**src/rtl/niu_rx_mac_filter.sv**
```systemverilog
// RX destination-MAC filter: NUM_MAC programmable entries, frame-atomic pass/drop, saturating counters.
// Build option: define NIU_RX_BCAST_PASS_EN to treat the broadcast DA as an unconditional hit.
module niu_rx_mac_filter #(
  parameter int unsigned NUM_MAC = 4,
  parameter int unsigned IDX_W   = 2,
  parameter int unsigned CNT_W   = 32
) (
  input  logic             clk156,
  input  logic             aresetn,
  input  logic             filter_en,
  input  logic             mac_wr,
  input  logic [IDX_W-1:0] mac_wr_idx,
  input  logic             mac_wr_vld,
  input  logic [47:0]      mac_wr_addr,
  input  logic [63:0]      s_axis_tdata,
  input  logic [7:0]       s_axis_tkeep,
  input  logic             s_axis_tvalid,
  input  logic             s_axis_tlast,
  input  logic             s_axis_tuser,
  output logic             s_axis_tready,
  output logic [63:0]      m_axis_tdata,
  output logic [7:0]       m_axis_tkeep,
  output logic             m_axis_tvalid,
  output logic             m_axis_tlast,
  output logic             m_axis_tuser,
  input  logic             m_axis_tready,
  output logic [CNT_W-1:0] pass_cnt,
  output logic [CNT_W-1:0] drop_cnt
);

  localparam int unsigned DATA_W    = 64;
  localparam int unsigned KEEP_W    = 8;
  localparam int unsigned MAC_W     = 48;
  localparam int unsigned MAC_BYTES = 6;

  typedef struct packed {
    logic              user;
    logic              last;
    logic [KEEP_W-1:0] keep;
    logic [DATA_W-1:0] data;
  } beat_t;

  typedef enum logic [1:0] {
    ST_IDLE = 2'd0,
    ST_PASS = 2'd1,
    ST_DROP = 2'd2
  } state_t;

  state_t             state_q, state_d;
  beat_t              beat_q, beat_d;
  beat_t              s_beat;
  logic               out_vld_q, out_vld_d;
  logic [CNT_W-1:0]   pass_cnt_q, pass_cnt_d;
  logic [CNT_W-1:0]   drop_cnt_q, drop_cnt_d;
  logic [MAC_W-1:0]   tbl_addr_q [NUM_MAC];
  logic [MAC_W-1:0]   tbl_addr_d [NUM_MAC];
  logic [NUM_MAC-1:0] tbl_vld_q, tbl_vld_d;

  logic tbl_hit;
  logic bcast;
  logic hit;
  logic accept;
  logic fwd;
  logic pass_done;
  logic drop_done;

  // Table address is stored MSB-first; the wire carries DA byte 0 in tdata[7:0].
  function automatic logic [MAC_W-1:0] wire_order(input logic [MAC_W-1:0] a);
    logic [MAC_W-1:0] r;
    r = '0;
    for (int unsigned b = 0; b < MAC_BYTES; b++) begin
      r[8*b +: 8] = a[MAC_W-1-8*b -: 8];
    end
    return r;
  endfunction

  assign s_beat = {s_axis_tuser, s_axis_tlast, s_axis_tkeep, s_axis_tdata};

  // Table write port; out-of-range indices match no entry and are dropped.
  always_comb begin
    tbl_addr_d = tbl_addr_q;
    tbl_vld_d  = tbl_vld_q;
    for (int unsigned i = 0; i < NUM_MAC; i++) begin
      if (mac_wr && (mac_wr_idx == IDX_W'(i))) begin
        tbl_addr_d[i] = mac_wr_addr;
        tbl_vld_d[i]  = mac_wr_vld;
      end
    end
  end

  // Lookup uses registered table contents, so a same-cycle write is not seen.
  always_comb begin
    tbl_hit = 1'b0;
    for (int unsigned i = 0; i < NUM_MAC; i++) begin
      if (tbl_vld_q[i] && (s_axis_tdata[MAC_W-1:0] == wire_order(tbl_addr_q[i]))) begin
        tbl_hit = 1'b1;
      end
    end
  end

`ifdef NIU_RX_BCAST_PASS_EN
  assign bcast = &s_axis_tdata[MAC_W-1:0];
`else
  assign bcast = 1'b0;
`endif

  assign hit = ~filter_en | tbl_hit | bcast;

  // Frame FSM, output slice and counter next-state.
  always_comb begin
    state_d    = state_q;
    beat_d     = beat_q;
    out_vld_d  = out_vld_q;
    pass_cnt_d = pass_cnt_q;
    drop_cnt_d = drop_cnt_q;
    fwd        = 1'b0;
    pass_done  = 1'b0;
    drop_done  = 1'b0;

    s_axis_tready = (state_q == ST_DROP) ? 1'b1 : (~out_vld_q | m_axis_tready);
    accept        = s_axis_tvalid & s_axis_tready;

    case (state_q)
      ST_IDLE: begin
        if (accept) begin
          if (hit) begin
            fwd = 1'b1;
            if (s_axis_tlast) pass_done = 1'b1;
            else              state_d   = ST_PASS;
          end else begin
            if (s_axis_tlast) drop_done = 1'b1;
            else              state_d   = ST_DROP;
          end
        end
      end
      ST_PASS: begin
        if (accept) begin
          fwd = 1'b1;
          if (s_axis_tlast) begin
            pass_done = 1'b1;
            state_d   = ST_IDLE;
          end
        end
      end
      ST_DROP: begin
        if (accept && s_axis_tlast) begin
          drop_done = 1'b1;
          state_d   = ST_IDLE;
        end
      end
      default: state_d = ST_IDLE;
    endcase

    if (fwd) begin
      beat_d    = s_beat;
      out_vld_d = 1'b1;
    end else if (m_axis_tready) begin
      out_vld_d = 1'b0;
    end

    if (pass_done && !(&pass_cnt_q)) pass_cnt_d = pass_cnt_q + CNT_W'(1);
    if (drop_done && !(&drop_cnt_q)) drop_cnt_d = drop_cnt_q + CNT_W'(1);
  end

  always_ff @(posedge clk156 or negedge aresetn) begin
    if (!aresetn) begin
      state_q    <= ST_IDLE;
      beat_q     <= '0;
      out_vld_q  <= 1'b0;
      pass_cnt_q <= '0;
      drop_cnt_q <= '0;
      tbl_vld_q  <= '0;
      for (int unsigned i = 0; i < NUM_MAC; i++) begin
        tbl_addr_q[i] <= '0;
      end
    end else begin
      state_q    <= state_d;
      beat_q     <= beat_d;
      out_vld_q  <= out_vld_d;
      pass_cnt_q <= pass_cnt_d;
      drop_cnt_q <= drop_cnt_d;
      tbl_vld_q  <= tbl_vld_d;
      tbl_addr_q <= tbl_addr_d;
    end
  end

  assign m_axis_tdata  = beat_q.data;
  assign m_axis_tkeep  = beat_q.keep;
  assign m_axis_tlast  = beat_q.last;
  assign m_axis_tuser  = beat_q.user;
  assign m_axis_tvalid = out_vld_q;
  assign pass_cnt      = pass_cnt_q;
  assign drop_cnt      = drop_cnt_q;

endmodule

```
**config.mk**
```make
export PLATFORM = sky130hd
export DESIGN_NAME = niu_rx_mac_filter
export DESIGN_NICKNAME = d
export VERILOG_FILES = /design/src/rtl/niu_rx_mac_filter.sv
export SDC_FILE = /design/constraint.sdc
export NUM_CORES = 1
export LEC_CHECK = 0
export BUFFER_PORTS_ARGS = -buffer_cell sky130_fd_sc_hd__clkbuf_2
export CELL_PAD_IN_SITES_DETAIL_PLACEMENT = 2
export CELL_PAD_IN_SITES_GLOBAL_PLACEMENT = 2
export CORE_ASPECT_RATIO = 0.75
export CORE_MARGIN = 3
export CORE_UTILIZATION = 39
export CTS_BUF_LIST = sky130_fd_sc_hd__clkbuf_2
export DETAILED_ROUTE_END_ITERATION = 10
export GPL_TIMING_DRIVEN = 1
export PLACE_DENSITY_LB_ADDON = 0.1
export SYNTH_ARGS = -nofsm -noshare
export SYNTH_HDL_FRONTEND = slang
export SYNTH_SLANG_ARGS = --single-unit
```
**constraint.sdc**
```tcl
create_clock -name clk156 -period 3.2 [get_ports clk156]
set_input_delay 0.32 -clock clk156 [delete_from_list [all_inputs] [get_ports clk156]]
set_output_delay 0.32 -clock clk156 [all_outputs]
set_load 0.1 [all_outputs]
```
==> results.md <==
* Status: completed
* Ports at about 270
* Remaining Overflow, GRT at 0
* Number of buffers created by CTS at 89
* Deepest clock path buffer count at 3
* Fillers at 3752
* Routed length per instance at 25.3 µm
* CTS tree: built
* Period utilization at 0.962
* Top Usage Layer GRT: met2
* PortBufs at 270
* Worst-Margin Slew at 858 ps
* Setup crit end kind: register
* Power Density at 838 mW/mm²
* Core region area at 0.0386 mm²
* Reg2reg end: pass_cnt[9]
* Worst Setup EP: pass_cnt[9]
* Via count of the routed design at 11600
* Grt met1 use at 0.361
* Top FF cell, synth: dfrtp_1
* Post-route DRC at 0
* GR Util met3 at 0.0569
* Post-synthesis sequential area ratio at 0.546
* Crit path launch type: register
* Final cell utilization of the core at 0.519
* Share of layout cells above drive strength 1 at 0.456
* Final Power at about 17 mW
* Leakage power at roughly 9.1 nW
* Worst setup path start: tbl_addr_q[163]
* Initial antenna violation count at 4
* Endpoints failing hold at 0
* Post-DP HPWL at around 37 mm
* Worst Path Max Fanout at 9
* Signal arrival time at the worst endpoint at 3940 ps
* WP data required at 4070 ps
* Met2 usage at 0.450
* Setup Skew at roughly 92 ps
* Achievable Freq at 0.325 GHz
* Slowest Stage Delay on Critical Path at 520 ps
* Post-Syn Area at between 0.015 and 0.02 mm²
* Skew-Pair Late Insertion Delay at approximately 1000 ps
* Largest net degree at the start of global routing at 101
* Delay-heaviest family, CP: simple AND/OR/NAND/NOR gates
* Die Wd at 236 µm
* Setup TNS at 0 ps
* Die Y at ~180 µm
* Yosys cell types at 49
* Routability cong. at 0.845
* Post-synth EDFFs at 0
* Area contributors post-synth: dfrtp_1, mux2_2, xnor2_1, xor2_1, nand4_1
* Slew Viols, Final at 0
* Net Count, Synth at 1313
* Area growth from synthesis to layout at 29.8%
* R2r setup slk at about 120 ps
* FP Rows at 62
* Average cell area after synthesis at 13.1 µm²
* Initial Utilization at 0.400
* Clock Sinks at approximately 340
* Min Tclk post-route at a little over 3000 ps
* Ys async rst share at 1.00
* Area share of the largest cell type after synthesis at 0.546
* Hold Path Class: primary input to register
* Layout net count at 1790
* First-pass GRT wire length at 85.6 mm
* Cell Count, Final, Fillers Out at 2238
* Synth warnings at 0
* Worst path slowest cell: or4b_1
* Worst R2R Path Depth at 11
* CP Class: register to register
* Final Instance Area at 0.0200 mm²
* Iter 0 DRT Violations at 563
* Dpl cells at 1944
* Die area at 0.0420 mm²
* Drt via density at between 5 and 6
* Number of global-route vias before repair at 13200
* Buf+Inv Stages, Crit Path at 2
* Placed cell areas at about 0.018 mm²
* Post-synth top cells: dfrtp_1, mux2_2, xnor2_1
* First drt pass iteration count at 5
* Post-synthesis sequential element count at 337
* FF-to-FF Start: tbl_addr_q[163]
* Reg clk slew, reported paths at 150 ps
* Post-Syn Instances at between 1000 and 1500
* Relative slew slack at 0.428
* Max Cap Viol at 0
* Yosys top cell by area: dfrtp_1
* Setup-failing EPs final at 0
* Drt total wl at approximately 57 mm
* Total GRT Usage at 0.270
* Top-count cell post-synth: dfrtp_1
* CTS Root Buffer Type: clkbuf_2
* Number of stages on the worst setup path at 11
* H-tree depth at 3
* Maximum VDD drop at 0.773 mV
* CP most frequent cell: buf_4
* Post-DRT Antenna Nets at 0
* Critical-path cell list: xnor2_1, buf_4, nand4_1, nor4_2, nand3_1, o221ai_4, o31ai_2, or4b_1, buf_4, nor2_1, xor2_1
## repair_timing
action	in CTS	in global routing
buffers inserted	0	1
endpoints found under the setup margin	0	84
hold endpoints to repair	610	0
gates resized for setup	0	13
hold buffers	133	0
## cell usage in the layout, fill, tap and decap left out, types with 11 or more instances in the layout
master and instances:
xor2_1 49, nand2_1 23, nand3_1 12, dfrtp_1 336, mux2_2 269, inv_1 26
nand3_2 14, clkbuf_2 403, nor4_1 13, nand4_1 57, buf_4 56, and4_1 11
xnor2_1 176, clkinv_1 16, and3_1 23, dlygate4sd3_1 132
## state kept, by name (all words and copies together), names as in the netlist
name           cells
drop_cnt          32
m_axis_tdata      64
m_axis_tkeep       8
m_axis_tlast       1
m_axis_tuser       1
m_axis_tvalid      1
pass_cnt          32
state_q            2
tbl_addr_q       192
tbl_vld_q          4
## power by group
part	total, mW	internal, mW	switching [mW]
logic	7.43	1.82	5.61
registers	6.01	5.27	0.743
clock network	3.36	1.42	1.93
total	16.8	8.51	8.28
## how the worst min path moves through the flow
stage / startpoint / end / slack (ps) / cells past startpoint
after floorplan: aresetn / drop_cnt[0] / 20 / 0
after global placement: aresetn / m_axis_tdata[10] / 330 / 1
after detailed placement: aresetn / m_axis_tdata[10] / 340 / 1
after CTS: s_axis_tkeep[7] / m_axis_tkeep[7] / 4 / 3
after global routing: s_axis_tkeep[5] / m_axis_tkeep[5] / 20 / 3
final: s_axis_tkeep[5] / m_axis_tkeep[5] / 130 / 3
## kinds of logic after synthesis
kind of cell | after synthesis | synth area share
adders and majority gates | 2 | 0.00162
and+or+nand+nor | 201 | 0.0790
xor gates and xnor gates | 228 | 0.129
AOI/OAI and AO/OA | 36 | 0.0187
buffers and inverters | 106 | 0.0282
DFF | 337 | 0.546
muxes | 270 | 0.197
## layout make-up
type | count | area, µm² | area share
Sequential cell | 337 | 8430 | 0.421
Multi-Input combinational cell | 737 | 6750 | 0.337
Timing Repair Buffer | 465 | 3250 | 0.162
Clock buffer | 134 | 671 | 0.0335
Tap cell | 512 | 641 | 0.0320
Clock inverter | 23 | 194 | 0.00968
Inverter | 27 | 101 | 0.00506
Antenna cell | 3 | 7.51 | 0.000375
## per-layer routing
metal,up-vias,part of all wire,routed length (µm)
li1,5116,-,-
met1,6116,0.44,24900
met2,318,0.49,27600
met3,77,0.054,3050
met4,2,0.017,988
met5,-,0.00023,13
## through the flow
stage | setup WS [ps] | hold slack (ps)
after floorplan | -255 | 24.4
after global placement | -70.8 | 330
after detailed placement | -111 | 336
after CTS | 62.0 | 4.36
after global routing | -50.8 | 22.3
final | 122 | 127
## tightest hold or removal path, delay by kind of cell
| kind | cells | cell delay, ps |
|---|---|---|
| buf+inv | 2 | 630 |
| mux | 1 | 140 |
Note: power is estimated with default switching activity, not from simulation.
